--- config.mk ---
export PLATFORM = sky130hd
export DESIGN_NAME = mod_dec_invmixcolumns
export DESIGN_NICKNAME = d
export VERILOG_FILES = /design/src/rtl/aes_pkg.sv /design/src/rtl/mod_dec_invmixcol_column.sv /design/src/rtl/mod_dec_invmixcolumns.sv
export SDC_FILE = /design/constraint.sdc
export NUM_CORES = 1
export LEC_CHECK = 0
export CAP_MARGIN = 40
export CORE_AREA = 2 2 171 173
export CTS_CLUSTER_DIAMETER = 60
export CTS_CLUSTER_SIZE = 10
export DETAILED_ROUTE_END_ITERATION = 10
export DIE_AREA = 0 0 173 175
export PLACE_DENSITY = 0.82
export SETUP_SLACK_MARGIN = 0.05
export SLEW_MARGIN = 20
export SYNTH_ARGS = -nofsm -noshare
export SYNTH_HDL_FRONTEND = slang
export SYNTH_SLANG_ARGS = --single-unit
export TNS_END_PERCENT = 10
--- constraint.sdc ---
create_clock -name clk -period 3.4 [get_ports clk]
set_input_delay 0.34 -clock clk [delete_from_list [all_inputs] [get_ports clk]]
set_output_delay 0.34 -clock clk [all_outputs]
set_load 0.02 [all_outputs]
--- src/rtl/aes_pkg.sv ---
// Shared AES types, GF(2^8) helpers and the iterative-transform FSM encoding.
package aes_pkg;

  typedef logic [15:0][7:0] aes_state_t;
  typedef logic [3:0][7:0]  aes_col_t;

  localparam logic [7:0] AES_POLY = 8'h1B;

  typedef enum logic [1:0] {IDLE, BUSY, DONE} fsm_state_t;

  function automatic logic [7:0] xtime(input logic [7:0] b);
    return {b[6:0], 1'b0} ^ (b[7] ? AES_POLY : 8'h00);
  endfunction

  // Only the InvMixColumns coefficients are supported; anything else yields zero.
  function automatic logic [7:0] gf_mul_const(input logic [7:0] b, input logic [7:0] k);
    logic [7:0] x2, x4, x8;
    x2 = xtime(b);
    x4 = xtime(x2);
    x8 = xtime(x4);
    case (k)
      8'h09:   return x8 ^ b;
      8'h0b:   return x8 ^ x2 ^ b;
      8'h0d:   return x8 ^ x4 ^ b;
      8'h0e:   return x8 ^ x4 ^ x2;
      default: return '0;
    endcase
  endfunction

endpackage

--- src/rtl/mod_dec_invmixcol_column.sv ---
// Combinational InvMixColumns for one 4-byte column (row r = byte r).
module mod_dec_invmixcol_column
  import aes_pkg::*;
(
  input  aes_col_t i_col,
  output aes_col_t o_col
);

  for (genvar r = 0; r < 4; r++) begin : g_row
    always_comb begin
      o_col[r] = gf_mul_const(i_col[r],           8'h0e)
               ^ gf_mul_const(i_col[(r + 1) % 4], 8'h0b)
               ^ gf_mul_const(i_col[(r + 2) % 4], 8'h0d)
               ^ gf_mul_const(i_col[(r + 3) % 4], 8'h09);
    end
  end

endmodule

--- src/rtl/mod_dec_invmixcolumns.sv ---
// Iterative AES InvMixColumns: COLS_PER_CYCLE columns per clock, valid/ready on both sides.
module mod_dec_invmixcolumns
  import aes_pkg::*;
#(
  parameter int N              = 16,
  parameter int COLS_PER_CYCLE = 1
) (
  input  logic              clk,
  input  logic              rst,
  input  logic              i_valid,
  output logic              o_ready,
  input  logic [N-1:0][7:0] i_data,
  output logic              o_valid,
  input  logic              i_ready,
  output logic [N-1:0][7:0] o_data,
  output logic              o_busy
);

  if (N != 16) begin : g_bad_n
    $error("mod_dec_invmixcolumns: N must be 16");
  end
  if (COLS_PER_CYCLE != 1 && COLS_PER_CYCLE != 2 && COLS_PER_CYCLE != 4) begin : g_bad_cpc
    $error("mod_dec_invmixcolumns: COLS_PER_CYCLE must be 1, 2 or 4");
  end

  localparam logic [1:0] STEP = 2'(COLS_PER_CYCLE);
  localparam logic [1:0] LAST = 2'(4 - COLS_PER_CYCLE);

  fsm_state_t state_q, state_d;
  aes_state_t src_q, src_d;
  aes_state_t res_q, res_d;
  logic [1:0] cnt_q, cnt_d;
  logic       valid_q, valid_d;
  logic       busy_q, busy_d;
  logic       accept;

  logic [1:0] sel     [COLS_PER_CYCLE];
  aes_col_t   col_in  [COLS_PER_CYCLE];
  aes_col_t   col_out [COLS_PER_CYCLE];

  for (genvar g = 0; g < COLS_PER_CYCLE; g++) begin : g_col
    always_comb begin
      sel[g]    = cnt_q + 2'(g);
      col_in[g] = src_q[4*sel[g] +: 4];
    end

    mod_dec_invmixcol_column u_col (
      .i_col (col_in[g]),
      .o_col (col_out[g])
    );
  end

  // In DONE the consumer's ready is forwarded so a new state can enter on the handshake edge.
  always_comb begin
    o_ready = (state_q == IDLE) || ((state_q == DONE) && i_ready);
    accept  = i_valid && o_ready;
  end

  always_comb begin
    state_d = state_q;
    src_d   = src_q;
    res_d   = res_q;
    cnt_d   = cnt_q;
    case (state_q)
      IDLE: begin
        if (accept) begin
          src_d   = i_data;
          cnt_d   = '0;
          state_d = BUSY;
        end
      end
      BUSY: begin
        for (int unsigned g = 0; g < COLS_PER_CYCLE; g++) begin
          res_d[4*sel[g] +: 4] = col_out[g];
        end
        cnt_d = cnt_q + STEP;
        if (cnt_q == LAST) state_d = DONE;
      end
      DONE: begin
        if (i_ready) begin
          if (i_valid) begin
            src_d   = i_data;
            cnt_d   = '0;
            state_d = BUSY;
          end else begin
            state_d = IDLE;
          end
        end
      end
      default: state_d = IDLE;
    endcase
    valid_d = (state_d == DONE);
    busy_d  = (state_d == BUSY);
  end

  always_ff @(posedge clk or negedge rst) begin
    if (!rst) begin
      state_q <= IDLE;
      src_q   <= '0;
      res_q   <= '0;
      cnt_q   <= '0;
      valid_q <= 1'b0;
      busy_q  <= 1'b0;
    end else begin
      state_q <= state_d;
      src_q   <= src_d;
      res_q   <= res_d;
      cnt_q   <= cnt_d;
      valid_q <= valid_d;
      busy_q  <= busy_d;
    end
  end

  always_comb begin
    o_data  = res_q;
    o_valid = valid_q;
    o_busy  = busy_q;
  end

endmodule

==> results of run 1 <==
==> cell type report <==
class / instances / area [um^2]
repair buffers: 298 / 2980
inverters: 7 / 26.3
clock buffers: 33 / 783
clock inverters: 5 / 57.6
flip-flops and latches: 262 / 6560
fillers: 2313 / 11700
well taps: 384 / 480
multi-input cells: 637 / 5840
==> routing by layer <==
layer / GRT usage / part of all wire / vias to the layer above
met5: 0 / 0.00077 / -
met4: 0.0508 / 0.024 / 4
met3: 0.0568 / 0.089 / 53
met2: 0.381 / 0.48 / 368
met1: 0.296 / 0.41 / 4294
li1: - / - / 3826
==> cell usage after synthesis, drive strengths merged <==
| cell type | count | share of area |
|---|---|---|
| dfrtp | 262 | 0.52 |
| nand2 | 130 | 0.038 |
| mux2 | 129 | 0.11 |
| o21ai | 126 | 0.050 |
| xnor2 | 125 | 0.099 |
| xor2 | 41 | 0.032 |
| clkbuf | 36 | 0.011 |
| mux4 | 32 | 0.057 |
| xnor3 | 26 | 0.046 |
| buf | 22 | 0.012 |
| inv | 7 | 0.0021 |
| ha | 6 | 0.0059 |
| a22o | 4 | 0.0028 |
| a21oi | 3 | 0.0012 |
| nor2 | 3 | 0.00089 |
| xor3 | 3 | 0.0056 |
| nand4 | 2 | 0.00099 |
| nor2b | 2 | 0.00099 |
| and2 | 1 | 0.00049 |
| nand2b | 1 | 0.00049 |
| o31ai | 1 | 0.00059 |
| or4 | 1 | 0.00059 |
| or4b | 1 | 0.00079 |
==> critical path, cell delays in order (launching register included) <==
cell and delay, ns:
dfrtp_2 0.38, buf_12 0.24, mux4_2 0.59, xnor3_1 0.53, xnor2_2 0.28, xnor3_1 0.46, xor2_1 0.35, o21ai_0 0.18
==> stage by stage <==
step / setup WS (ns) / instances
finish: 0.221 / 1626
global route: 0.0592 / 1626
CTS: 0.0946 / 1626
detailed placement: 0.129 / 1587
global placement: 0.227 / 1587
floorplan: 0.519 / 964
==> cell families (layout without fill, tap and decap cells) <==
kind of cell,count (synthesis),count (layout),synth area share
fa+ha+maj,6,6,0.00592
simple gates,141,141,0.0437
compound gates,134,134,0.0542
buf+inv,65,343,0.0246
mux,161,161,0.171
xor+xnor,195,195,0.184
flops,262,262,0.517
==> state kept, by name, summed over array words and instances (netlist names) <==
signal,count
cnt_q,2
o_busy,1
o_data,128
o_valid,1
src_q,128
state_q,2
==> how the worst min path moves through the flow <==
stage,start,end,slack [ns],cells after the start
2_1_floorplan,rst,cnt_q[0],0.04,0
3_3_place_gp,rst,src_q[103],0.46,1
3_5_place_dp,rst,src_q[113],0.46,1
4_1_cts,i_data[27],src_q[27],0.38,2
5_1_grt,i_data[58],src_q[58],0.39,2
6_report,i_data[58],src_q[58],0.40,2
==> timing repair <==
action,CTS,global route
endpoints found under the hold margin,103,0
endpoints found under the setup margin,0,11
hold buffers,1,0
gates resized for setup,0,2
==> metrics.txt, run 1 <==
Worst-Margin Slew 0.833 ns; placed cell areas 15900 um^2; Die Y ~180 um; fmax 0.315 GHz; Final min period 3.18 ns; fraction of layout cells with a size suffix above 1 0.209; Critical Path Source Type register; CTS Root Cell clkbuf_16; total gr overflow 0; Seq/Total Area, Yosys 0.517; CTS tree built; CTS H-tree depth 1; CP startpoint cnt_q[0]; CP Class reg -> reg; commonest non-fill, non-tap cell in the layout clkdlybuf4s50_1; Routed WL per cell 20.9 um; DR vias/cell 5.26; P&R area growth vs syn 31.8%; Worst Hold Class in -> reg; Reg-to-Reg Start cnt_q[0]; max-cap violations 0; Port Buffers ~260; TritonCTS Buffers 31; Final setup viols 0; register bit count reported by yosys 262; core footprint between 20000 and 30000 um^2; WL final between 30 and 40 mm; critical path peak fanout 31; register-to-register path setup slack approximately 0.22 ns; Top Ports 263; fin nets 1375; cell area after synthesis about 13000 um^2; first-pass GRT wire length 52.8 mm; fin. max-slew vios 0; vias in the first global route around 9000; Row Count between 60 and 70; diode count 0; critical path required time 3.80 ns; YS warnings 0; initial antenna violation count 2; outcome complete, no violations; Vias 8545; first-iteration detailed-routing DRC count 709; final instance area 16700 um^2; antenna-violating nets left 0; hold slack 0.395 ns; gr usage total 0.226; Final Cycle Share 0.935; Syn Area/Cell 13.2 um^2; crit path DAT 3.58 ns; Clock Path Buffers 3; Post-CTS Setup Repair Bufs 0; worst r2r path cells 7; Max transition margin 0.444; Initial Utilization 0.447; largest net degree at the start of global routing 108; insertion delay to the later sink of the worst-skew pair 0.56 ns; CP Capture Type register; unrepaired setup endpoints after global routing false; RD Place Congestion 0.967; fin util 0.589; Mapped Cells 964; DRC 0; TNS Setup 0 ns; post-synth cell types 33; Final Skew 0.0140 ns; Reg2Reg Capture Point o_data[6]; die span in x 173 um; hpwl dp ~25 mm; Die Area 30300 um^2; number of hold violations in the final report 0; clk sinks 262; most frequent cells in the layout clkdlybuf4s50_1 (261), dfrtp_1 (260), nand2_1 (130); Worst-path clk slew 0.06 ns; syn_nets 1102; drt first pass iters 7; critical path capture point o_data[6]
Power of run 1 is left out: the tool's default activity adds up to more than one toggle a clock period on the data nets, which glitch-free logic cannot reach.
==> run 2, diff against run 1 <==
--- a/config.mk
+++ b/config.mk
@@ -12,6 +12,8 @@
 export DETAILED_ROUTE_END_ITERATION = 10
 export DIE_AREA = 0 0 173 175
 export PLACE_DENSITY = 0.82
+export RECOVER_POWER = 100
+export REMOVE_ABC_BUFFERS = 1
 export SETUP_SLACK_MARGIN = 0.05
 export SLEW_MARGIN = 20
 export SYNTH_ARGS = -nofsm -noshare
==> run 2 against run 1 <==
  * The run now ends with capacitance limit, slew limit left
  * Worst hold slack improved by 0.0027 ns
  * Largest cell class unchanged
  * Via count grew 0.81%
  * Flip-flop and latch count is the same
  * Clock-buffer cell count is 1 higher
  * Critical endpoint is now o_data[91]
==> metrics.txt, run 2 (synthesis results as in run 1) <==
outcome finished with violations; failing checks capacitance limit, slew limit; max-cap violations 1; layout filler cell count 2285; number of hold violations in the final report 0; Worst-Margin Slew 1.64 ns; fin nets roughly 1400; Vias 8614; Worst Hold Class in -> reg; core footprint 28400 um^2; diode count 0; Row Count 62; most frequent cells in the layout dfrtp_1 (260), dlygate4sd3_1 (132), nand2_1 (130), clkdlybuf4s50_1 (130), mux2_2 (129); Die Area 30300 um^2; DR vias/cell around 5.3; first-iteration detailed-routing DRC count 690; Top Ports between 200 and 300; commonest non-fill, non-tap cell in the layout dfrtp_1; critical path required time approximately 3.8 ns; Final Skew 0.0150 ns; hpwl dp 24.3 mm; CP Capture Type register; fmax 0.303 GHz; largest net degree at the start of global routing between 100 and 150; Worst-path clk slew 0.06 ns; die span in x 173 um; total gr overflow 0; first-pass GRT wire length 52.3 mm; P&R area growth vs syn 31.0%; CTS tree built; Final setup viols 0; gr usage total 0.220; critical path peak fanout 19; CP Class reg -> reg; Routed WL per cell ~21 um; Final min period 3.30 ns; clk sinks 262; Port Buffers about 260; drt first pass iters 5; CTS H-tree depth 1; TNS Setup 0 ns; Post-CTS Setup Repair Bufs 0; initial antenna violation count 0; antenna-violating nets left 0; crit path DAT 3.72 ns; Clock Path Buffers 3; Critical Path Source Type register; Max transition margin -0.0937; vias in the first global route ~9000; TritonCTS Buffers 31; DRC 0; CTS Root Cell clkbuf_16; fin. max-slew vios between 100 and 150; Final Cycle Share 0.971; Initial Utilization 0.447; Die Y 175 um; unrepaired setup endpoints after global routing false; RD Place Congestion 0.925; WL final 33.3 mm; insertion delay to the later sink of the worst-skew pair 0.56 ns; fraction of layout cells with a size suffix above 1 0.200
run 2: timing repair:
item                                   4_1_cts  5_1_grt
resized for setup                            0        0
setup endpoints to repair                    0        0
endpoints found under the hold margin      113        0
hold buffers                                 1        0
run 2: path summary, 6_finish.rpt:
path                            slack (ns)  depth (start not counted)        start     endpoint
worst max-delay path                   0.1                          9     cnt_q[0]   o_data[91]
worst min-delay path                  0.40                          2   i_data[93]    src_q[93]
worst max register to register         0.1                          9     cnt_q[0]   o_data[91]
worst min register to register        0.47                          2  o_data[116]  o_data[116]
max in group asynchronous             0.72                          3          rst    src_q[73]
min in group asynchronous             0.78                          2          rst   o_data[37]
run 2: critical path, cell delays in order, from the launching register on:
cell and delay [ns]:
dfrtp_2 0.39, buf_12 0.20, buf_4 0.17, mux4_2 0.59, xnor2_2 0.31, clkbuf_1 0.26, xnor3_1 0.40, xnor2_1 0.16
xnor2_1 0.49, o21ai_1 0.16
run 2: routing by layer:
metal,vias to the layer above,global-route usage,wire [um]
met1,4363,0.291,13700
met4,0,0.0491,597
met3,47,0.0568,2890
li1,3841,-,-
met5,-,0,0
met2,363,0.368,16100
run 2: final cells by class:
class / count / area [um^2] / share of cell area
clock buffers: 34 / 797 / 0.0480
clock inverters: 4 / 55.1 / 0.00331
flip-flops and latches: 262 / 6560 / 0.395
repair buffers: 298 / 2890 / 0.174
well taps: 384 / 480 / 0.0289
multi-input cells: 637 / 5810 / 0.350
inverters: 7 / 26.3 / 0.00158
run 2: metrics by stage:
stage	cell area (um^2)	setup slack (ns)	util	instances	hold slack (ns)
after detailed placement	15800	0.224	0.558	1587	0.469
after CTS	16700	0.186	0.588	1626	0.379
after floorplan	12400	-1.11	-	906	0.0444
after global routing	16600	0.0402	0.585	1626	0.381
final	16600	0.0984	0.585	1626	0.398
after global placement	15800	0.286	0.558	1587	0.461
Power of run 2 is left out for the same reason.
==> run 3, diff against run 2 <==
--- a/config.mk
+++ b/config.mk
@@ -5,6 +5,7 @@
 export SDC_FILE = /design/constraint.sdc
 export NUM_CORES = 1
 export LEC_CHECK = 0
+export ABC_AREA = 0
 export CAP_MARGIN = 40
 export CORE_AREA = 2 2 171 173
 export CTS_CLUSTER_DIAMETER = 60
==> results of run 3 <==
Same layout as run 2: the final DEF is identical, and so are final timing and power.
Power of run 3 is left out for the same reason.
